--- config.mk ---
export PLATFORM = sky130hd
export DESIGN_NAME = lz77_code_sequencer
export DESIGN_NICKNAME = d
export VERILOG_FILES = /design/src/rtl/lz77_pkg.sv /design/src/rtl/lz77_code_prefetch_buf.sv /design/src/rtl/lz77_code_sequencer.sv
export SDC_FILE = /design/constraint.sdc
export NUM_CORES = 1
export LEC_CHECK = 0
export BUFFER_PORTS_ARGS = -buffer_cell sky130_fd_sc_hd__buf_2
export CORE_MARGIN = 2
export CORE_UTILIZATION = 50
export CTS_CLUSTER_DIAMETER = 60
export DETAILED_ROUTE_END_ITERATION = 8
export GPL_ROUTABILITY_DRIVEN = 0
export GPL_TIMING_DRIVEN = 0
export HOLD_SLACK_MARGIN = 0.03
export PLACE_DENSITY_LB_ADDON = 0.1
export SLEW_MARGIN = 10
export SYNTH_ARGS = -nofsm -noshare
export SYNTH_HDL_FRONTEND = slang
export SYNTH_SLANG_ARGS = --single-unit
--- constraint.sdc ---
create_clock -name clk -period 1.65 [get_ports clk]
set_input_delay 0.0825 -clock clk [delete_from_list [all_inputs] [get_ports clk]]
set_output_delay 0.0825 -clock clk [all_outputs]
set_load 0.02 [all_outputs]
--- src/rtl/lz77_pkg.sv ---
// Shared definitions for the LZ77 code sequencer.
//   Widths of the {pos,len,char} code word, the code memory address width,
//   the terminating literal, the packed code word layout and the FSM states.
package lz77_pkg;

  localparam int unsigned POS_W  = 4;
  localparam int unsigned LEN_W  = 3;
  localparam int unsigned CHAR_W = 8;
  localparam int unsigned ADDR_W = 8;
  localparam logic [CHAR_W-1:0] END_CHAR = 8'h24;

  // Layout of one code memory word, MSB first: {pos, len, char}.
  typedef struct packed {
    logic [POS_W-1:0]  pos;
    logic [LEN_W-1:0]  len;
    logic [CHAR_W-1:0] chr;
  } code_word_t;

  typedef enum logic [2:0] {
    IDLE,
    FETCH,
    LOAD,
    RUN,
    DONE
  } seq_state_e;

endpackage

--- src/rtl/lz77_code_prefetch_buf.sv ---
// One-entry holding register for a prefetched code word.
// Only compiled when LZ77_SEQ_PREFETCH_EN is defined; the default build has
// no buffer at all.
//   i_clk, i_rst_n : clock, asynchronous active-low reset
//   i_wr, i_wdata  : capture a returned code word
//   i_clr          : consume / flush the entry (wins over i_wr)
//   o_valid, o_data: entry state and contents
`ifdef LZ77_SEQ_PREFETCH_EN
module lz77_code_prefetch_buf #(
  parameter int unsigned W = 15
) (
  input  logic         i_clk,
  input  logic         i_rst_n,
  input  logic         i_wr,
  input  logic [W-1:0] i_wdata,
  input  logic         i_clr,
  output logic         o_valid,
  output logic [W-1:0] o_data
);

  logic         r_valid;
  logic [W-1:0] r_data;

  always_ff @(posedge i_clk or negedge i_rst_n) begin
    if (!i_rst_n) begin
      r_valid <= 1'b0;
      r_data  <= '0;
    end else if (i_clr) begin
      r_valid <= 1'b0;
    end else if (i_wr) begin
      r_valid <= 1'b1;
      r_data  <= i_wdata;
    end
  end

  assign o_valid = r_valid;
  assign o_data  = r_data;

endmodule
`endif

--- src/rtl/lz77_code_sequencer.sv ---
// Feeds {pos,len,char} code words from a 1-cycle-latency code memory to the
// LZ77 decoder. Each word is held on dec_* for len+1 enabled cycles; dec_en
// follows out_ready while running. Stops after the END_CHAR word, or flags
// err_wrap when the address wraps without one.
// Optional zero-bubble prefetch: define LZ77_SEQ_PREFETCH_EN.
// Ports:
//   clk, reset           : clock, asynchronous active-low reset
//   start, start_addr    : begin decoding at start_addr (IDLE/DONE only)
//   code_rd, code_addr   : code memory read strobe / address
//   code_rdata           : {pos,len,char}, valid the cycle after code_rd
//   out_ready            : downstream accepts a char this cycle
//   dec_en               : decoder advances one char this cycle
//   dec_pos/len/char     : held code word
//   busy, done           : activity flag, 1-cycle completion pulse
//   err_wrap, word_cnt   : sticky wrap error, words completed since start
module lz77_code_sequencer #(
  parameter int unsigned       POS_W    = lz77_pkg::POS_W,
  parameter int unsigned       LEN_W    = lz77_pkg::LEN_W,
  parameter int unsigned       CHAR_W   = lz77_pkg::CHAR_W,
  parameter int unsigned       ADDR_W   = lz77_pkg::ADDR_W,
  parameter logic [CHAR_W-1:0] END_CHAR = lz77_pkg::END_CHAR
) (
  input  logic                            clk,
  input  logic                            reset,
  input  logic                            start,
  input  logic [ADDR_W-1:0]               start_addr,
  output logic                            code_rd,
  output logic [ADDR_W-1:0]               code_addr,
  input  logic [POS_W+LEN_W+CHAR_W-1:0]   code_rdata,
  input  logic                            out_ready,
  output logic                            dec_en,
  output logic [POS_W-1:0]                dec_pos,
  output logic [LEN_W-1:0]                dec_len,
  output logic [CHAR_W-1:0]               dec_char,
  output logic                            busy,
  output logic                            done,
  output logic                            err_wrap,
  output logic [ADDR_W-1:0]               word_cnt
);
  import lz77_pkg::*;

  localparam int unsigned CW = POS_W + LEN_W + CHAR_W;

  seq_state_e          r_state;
  logic [ADDR_W-1:0]   r_addr, r_word_cnt;
  logic [LEN_W-1:0]    r_rem, r_len;
  logic [POS_W-1:0]    r_pos;
  logic [CHAR_W-1:0]   r_char;
  logic                r_code_rd, r_done, r_err_wrap, r_wrap;

  logic                w_run, w_final, w_addr_inc, w_addr_max, w_wrap_next;
  logic                w_next_valid, w_pf_inc, w_issue_ld, w_issue_nx;
  logic [CW-1:0]       w_next;
  logic [CHAR_W-1:0]   w_rd_char, w_nx_char;

  assign w_rd_char   = code_rdata[CHAR_W-1:0];
  assign w_nx_char   = w_next[CHAR_W-1:0];
  assign w_run       = (r_state == RUN);
  assign w_final     = w_run & out_ready & (r_rem == '0);
  assign w_addr_max  = (r_addr == '1);
  // addr moves on the cycle a read's data is consumed (LOAD, or prefetch arrival)
  assign w_addr_inc  = (r_state == LOAD) | w_pf_inc;
  assign w_wrap_next = r_wrap | (w_addr_inc & w_addr_max);

`ifdef LZ77_SEQ_PREFETCH_EN
  logic          r_pf_pend;
  logic          w_buf_valid, w_buf_wr, w_buf_clr, w_start_ok;
  logic [CW-1:0] w_buf_data;

  assign w_start_ok = start & ((r_state == IDLE) | (r_state == DONE));
  // Data arriving on the final cycle bypasses the buffer straight into dec_*.
  assign w_buf_wr   = w_run & r_pf_pend & ~w_final;
  assign w_buf_clr  = (w_final & w_buf_valid) | w_start_ok;

  lz77_code_prefetch_buf #(.W(CW)) u_pf_buf (
    .i_clk   (clk),
    .i_rst_n (reset),
    .i_wr    (w_buf_wr),
    .i_wdata (code_rdata),
    .i_clr   (w_buf_clr),
    .o_valid (w_buf_valid),
    .o_data  (w_buf_data)
  );

  assign w_pf_inc     = w_run & r_pf_pend;
  assign w_next_valid = w_buf_valid | (w_run & r_pf_pend);
  assign w_next       = w_buf_valid ? w_buf_data : code_rdata;
  assign w_issue_ld   = (w_rd_char != END_CHAR) & ~w_wrap_next;
  assign w_issue_nx   = (w_nx_char != END_CHAR) & ~w_wrap_next;
`else
  assign w_pf_inc     = 1'b0;
  assign w_next_valid = 1'b0;
  assign w_next       = '0;
  assign w_issue_ld   = 1'b0;
  assign w_issue_nx   = 1'b0;
`endif

  always_ff @(posedge clk or negedge reset) begin
    if (!reset) begin
      r_state    <= IDLE;
      r_addr     <= '0;
      r_rem      <= '0;
      r_pos      <= '0;
      r_len      <= '0;
      r_char     <= '0;
      r_code_rd  <= 1'b0;
      r_done     <= 1'b0;
      r_err_wrap <= 1'b0;
      r_wrap     <= 1'b0;
      r_word_cnt <= '0;
`ifdef LZ77_SEQ_PREFETCH_EN
      r_pf_pend  <= 1'b0;
`endif
    end else begin
      r_done    <= 1'b0;
      r_code_rd <= 1'b0;
`ifdef LZ77_SEQ_PREFETCH_EN
      r_pf_pend <= r_code_rd & w_run;
`endif
      if (w_addr_inc) begin
        r_addr <= r_addr + 1'b1;
        if (w_addr_max) r_wrap <= 1'b1;
      end
      case (r_state)
        IDLE, DONE: begin
          if (start) begin
            r_addr     <= start_addr;
            r_word_cnt <= '0;
            r_err_wrap <= 1'b0;
            r_wrap     <= 1'b0;
            r_code_rd  <= 1'b1;
            r_state    <= FETCH;
          end
        end
        FETCH: r_state <= LOAD;
        LOAD: begin
          r_pos     <= code_rdata[CW-1 -: POS_W];
          r_len     <= code_rdata[LEN_W+CHAR_W-1 -: LEN_W];
          r_rem     <= code_rdata[LEN_W+CHAR_W-1 -: LEN_W];
          r_char    <= w_rd_char;
          r_code_rd <= w_issue_ld;
          r_state   <= RUN;
        end
        RUN: begin
          if (out_ready) begin
            if (r_rem != '0) begin
              r_rem <= r_rem - 1'b1;
            end else begin
              r_word_cnt <= r_word_cnt + 1'b1;
              if (w_next_valid) begin
                r_pos     <= w_next[CW-1 -: POS_W];
                r_len     <= w_next[LEN_W+CHAR_W-1 -: LEN_W];
                r_rem     <= w_next[LEN_W+CHAR_W-1 -: LEN_W];
                r_char    <= w_nx_char;
                r_code_rd <= w_issue_nx;
              end else if (r_code_rd) begin
                // len==0 word: its prefetch is still in flight, take one bubble
                r_state <= LOAD;
              end else if ((r_char == END_CHAR) || r_wrap) begin
                r_state <= DONE;
                r_done  <= 1'b1;
                if (r_char != END_CHAR) r_err_wrap <= 1'b1;
              end else begin
                r_code_rd <= 1'b1;
                r_state   <= FETCH;
              end
            end
          end
        end
        default: r_state <= IDLE;
      endcase
    end
  end

  // dec_en must respond to out_ready in the same cycle, so it is a gate on
  // the registered state rather than a register itself.
  assign dec_en    = w_run & out_ready;
  assign code_rd   = r_code_rd;
  assign code_addr = r_addr;
  assign dec_pos   = r_pos;
  assign dec_len   = r_len;
  assign dec_char  = r_char;
  assign busy      = (r_state == FETCH) | (r_state == LOAD) | (r_state == RUN);
  assign done      = r_done;
  assign err_wrap  = r_err_wrap;
  assign word_cnt  = r_word_cnt;

endmodule

==> flow_metrics.tcl <==
set metrics [dict create \
    clkPwrFrac 0.142 \
    postRouteAntennaNets 0 \
    ys_ff_latch 41 \
    endpoint_kind "register" \
    routed_wl_um 4405 \
    finalSetupViolCount 0 \
    hold_viol 0 \
    final_cell_mix "buf_2 (64), dfrtp_1 (40), nand2_1 (24), dlygate4sd3_1 (22), mux2_2 (14)" \
    antenna_found_initial 0 \
    root_buffer "clkbuf_8" \
    rows 22 \
    outcome "finished, final reports clean" \
    drive_gt1_frac 0.3797 \
    leakage_nw 1.254 \
    clk_latency_ns 0.29 \
    power_density_nw_per_um2 1697 \
    clock_sinks 41 \
    grt_max_degree 42 \
    rsz0062_at_grt "no" \
    path_cells "nor2b_1 > nand2_1 > or4_1 > o211ai_1" \
    synth_cell_types 39 \
    ioPinCount 63 \
    hpwl_um 2888 \
    syn_area_per_cell_um2 11.19 \
    ff_latch_area_um2 1027 \
    internal_power_mw 2.623 \
    max_cap_violations 0 \
    fillers 295 \
    grt_first_pass_wirelength_um 7362 \
    syn_nets 205 \
    die-area_um2 4409 \
    syn2layout_area_growth_pct 36.82 \
    sw_frac_of_total 0.4200 \
    path_buf_inv 0 \
    final_common_cell "buf_2" \
    slew_viol_final 0 \
    multi_input_area_um2 893.4 \
    ys_warn_count 0 \
    power_frac_comb 0.465 \
    worstPathArrival_ns 1.73 \
    htree_levels 2 \
    cp_max_fo 6 \
    first_global_vias 1558 \
    synthArstFlopShare 1.000 \
    cpPeakStageDelay_ns 0.48 \
    min_path_type "in -> reg" \
    drt_iter0_drc 95 \
    antenna_cells 0 \
    synthTopCellsByArea "dfrtp_1 (53%), mux2_2 (8.1%), nand2_1 (4.6%)" \
    chipHeight_um 66.40 \
    net-switching-power_mw 1.899 \
    ir_worst_vdd_v 0.001186 \
    synth_ff_type "dfrtp_1" \
    portBuffers 62 \
    die_x_um 66.40 \
    vias 1603 \
    seq_power_share 0.393 \
    syn_inst 174 \
    overflow 0 \
    synth_top_area_cell "dfrtp_1" \
    synth_edf_count 0 \
    grt.total_usage 0.2261 \
    synth_top_area_frac 0.5270 \
    start_kind "register" \
    critPathKind "reg -> reg" \
    vias_per_cell 5.105 \
    tritoncts "yes" \
    ys_seq_area_frac 0.5270 \
    cpMaxStageDelayCell "or4_1" \
    fin_ws_ns 0.1166 \
    wl_per_cell_um 14.03 \
    finalSetupTns_ns 0 \
    clk_pin_slew_worst_paths_ns 0.08 \
    cts-buffers-inserted 5 \
    fin_crit_sh 0.9293 \
    whs_ns 0.03459 \
    relSlewSlack 0.4041 \
    skew_ns 0.007918 \
    max_freq_mhz 652.2 \
    drt-pass1-iter-count 4 \
    initial_core_util 0.5239 \
    layout.nets 296 \
    post-route-min-period_ns 1.533 \
    syn-cell-area_um2 1947 \
    critPathTopFamily "simple AND/OR/NAND/NOR gates" \
    drc 0 \
    dp_slack_ns 0.05915 \
    worst_pin_slew_ns 0.8938 \
    core_um2 3716 \
    required_ns 1.85 \
    clock_path_buffers 2 \
]
path summary, 6_finish.rpt:
kind | depth (start not counted) | from | to | slack, ns
hold / removal | 2 | code_rdata[10] | dec_len[2]$_DFFE_PN0P_ | 0.03
hold reg to reg | 1 | word_cnt[7]$_DFFE_PN0P_ | word_cnt[7]$_DFFE_PN0P_ | 0.47
setup / recovery | 4 | r_state[1]$_DFFE_PN0P_ | r_rem[0]$_DFFE_PN0P_ | 0.12
min in group asynchronous | 2 | reset | r_rem[2]$_DFFE_PN0P_ | 0.45
setup reg to reg | 4 | r_state[1]$_DFFE_PN0P_ | r_rem[0]$_DFFE_PN0P_ | 0.12
max in group asynchronous | 2 | reset | r_state[2]$_DFFE_PN0P_ | 0.60
power groups by stage:
stage          Clock (mW)  Sequential (mW)  Combinational (mW)
3_3_place_gp            0             1.77                1.96
6_report            0.642             1.78                2.10
3_5_place_dp            0             1.78                2.00
4_1_cts             0.654             1.77                2.04
2_1_floorplan           0             2.16               0.965
5_1_grt             0.703             1.85                2.30
per-stage QoR:
stage	cell area, um2	total power [mW]	instances	utilization
finish	2664	4.521	314	0.7168
detailed placement	2317	3.780	284	0.6236
global placement	2317	3.737	284	0.6236
CTS	2614	4.461	313	0.7034
global route	2664	4.855	314	0.7168
floorplan	1947	3.129	174	-
routing by layer:
metal  global-route usage  vias up  wire length, um
met5                    0        -                0
li1                     -      788                -
met1               0.2765      749             1869
met4              0.08418        0               98
met3              0.05792       10              250
met2               0.3825       56             2187
cell families (layout without fill, tap and decap cells):
| group | Yosys count | in the layout | share of synthesized area |
|---|---|---|---|
| AND/OR/NAND/NOR | 62 | 62 | 0.1774 |
| flip-flops | 41 | 41 | 0.5270 |
| AO/OA/AOI/OAI | 24 | 24 | 0.08034 |
| multiplexers | 20 | 20 | 0.1118 |
| buffers and inverters | 13 | 105 | 0.03278 |
| XOR/XNOR | 10 | 10 | 0.04499 |
| adder cells (fa/ha/maj) | 4 | 4 | 0.02571 |
area by class of cell:
type	instances	share of cell area
inverters	7	0.009864
well taps	48	0.02255
clock inverters	3	0.006576
plain buffers	6	0.01503
repair buffers	84	0.1992
flip-flops and latches	41	0.3856
multi-input cells	120	0.3354
clock buffers	5	0.02583
worst reg2reg max path: cells and delay by family, from the launching register on:
kind               cells  cell delay (ns)
AOI/OAI and AO/OA      1             0.13
DFF                    1             0.45
and+or+nand+nor        3             0.85
synthesized netlist by cell type, types with 2 or more instances:
cell,count
nand3_1,2
nor4_2,2
nand2_1,24
mux2i_1,6
a2bb2oi_1,2
and3_1,4
inv_1,7
nor2_1,11
buf_2,3
a21boi_0,2
ha_1,4
mux2_2,14
a21oi_1,2
nor3_1,5
nand4_1,3
buf_4,3
xnor2_1,5
o21ai_0,6
nand2b_1,2
xor2_1,5
dfrtp_1,41
o21ai_1,4
flip-flops by register name, indices dropped and copies added (netlist names):
signal,flops
code_addr,8
dec_char,8
word_cnt,8
dec_pos,4
dec_len,3
r_rem,3
r_state,3
code_rd,1
done,1
err_wrap,1
r_wrap,1
timing repair:
action,in CTS,in global routing
resized for setup,0,10
endpoints found under the setup margin,0,18
buffers inserted,0,0
endpoints found under the hold margin,61,1
hold buffers,21,1
Note: power is estimated with default switching activity, not from simulation.
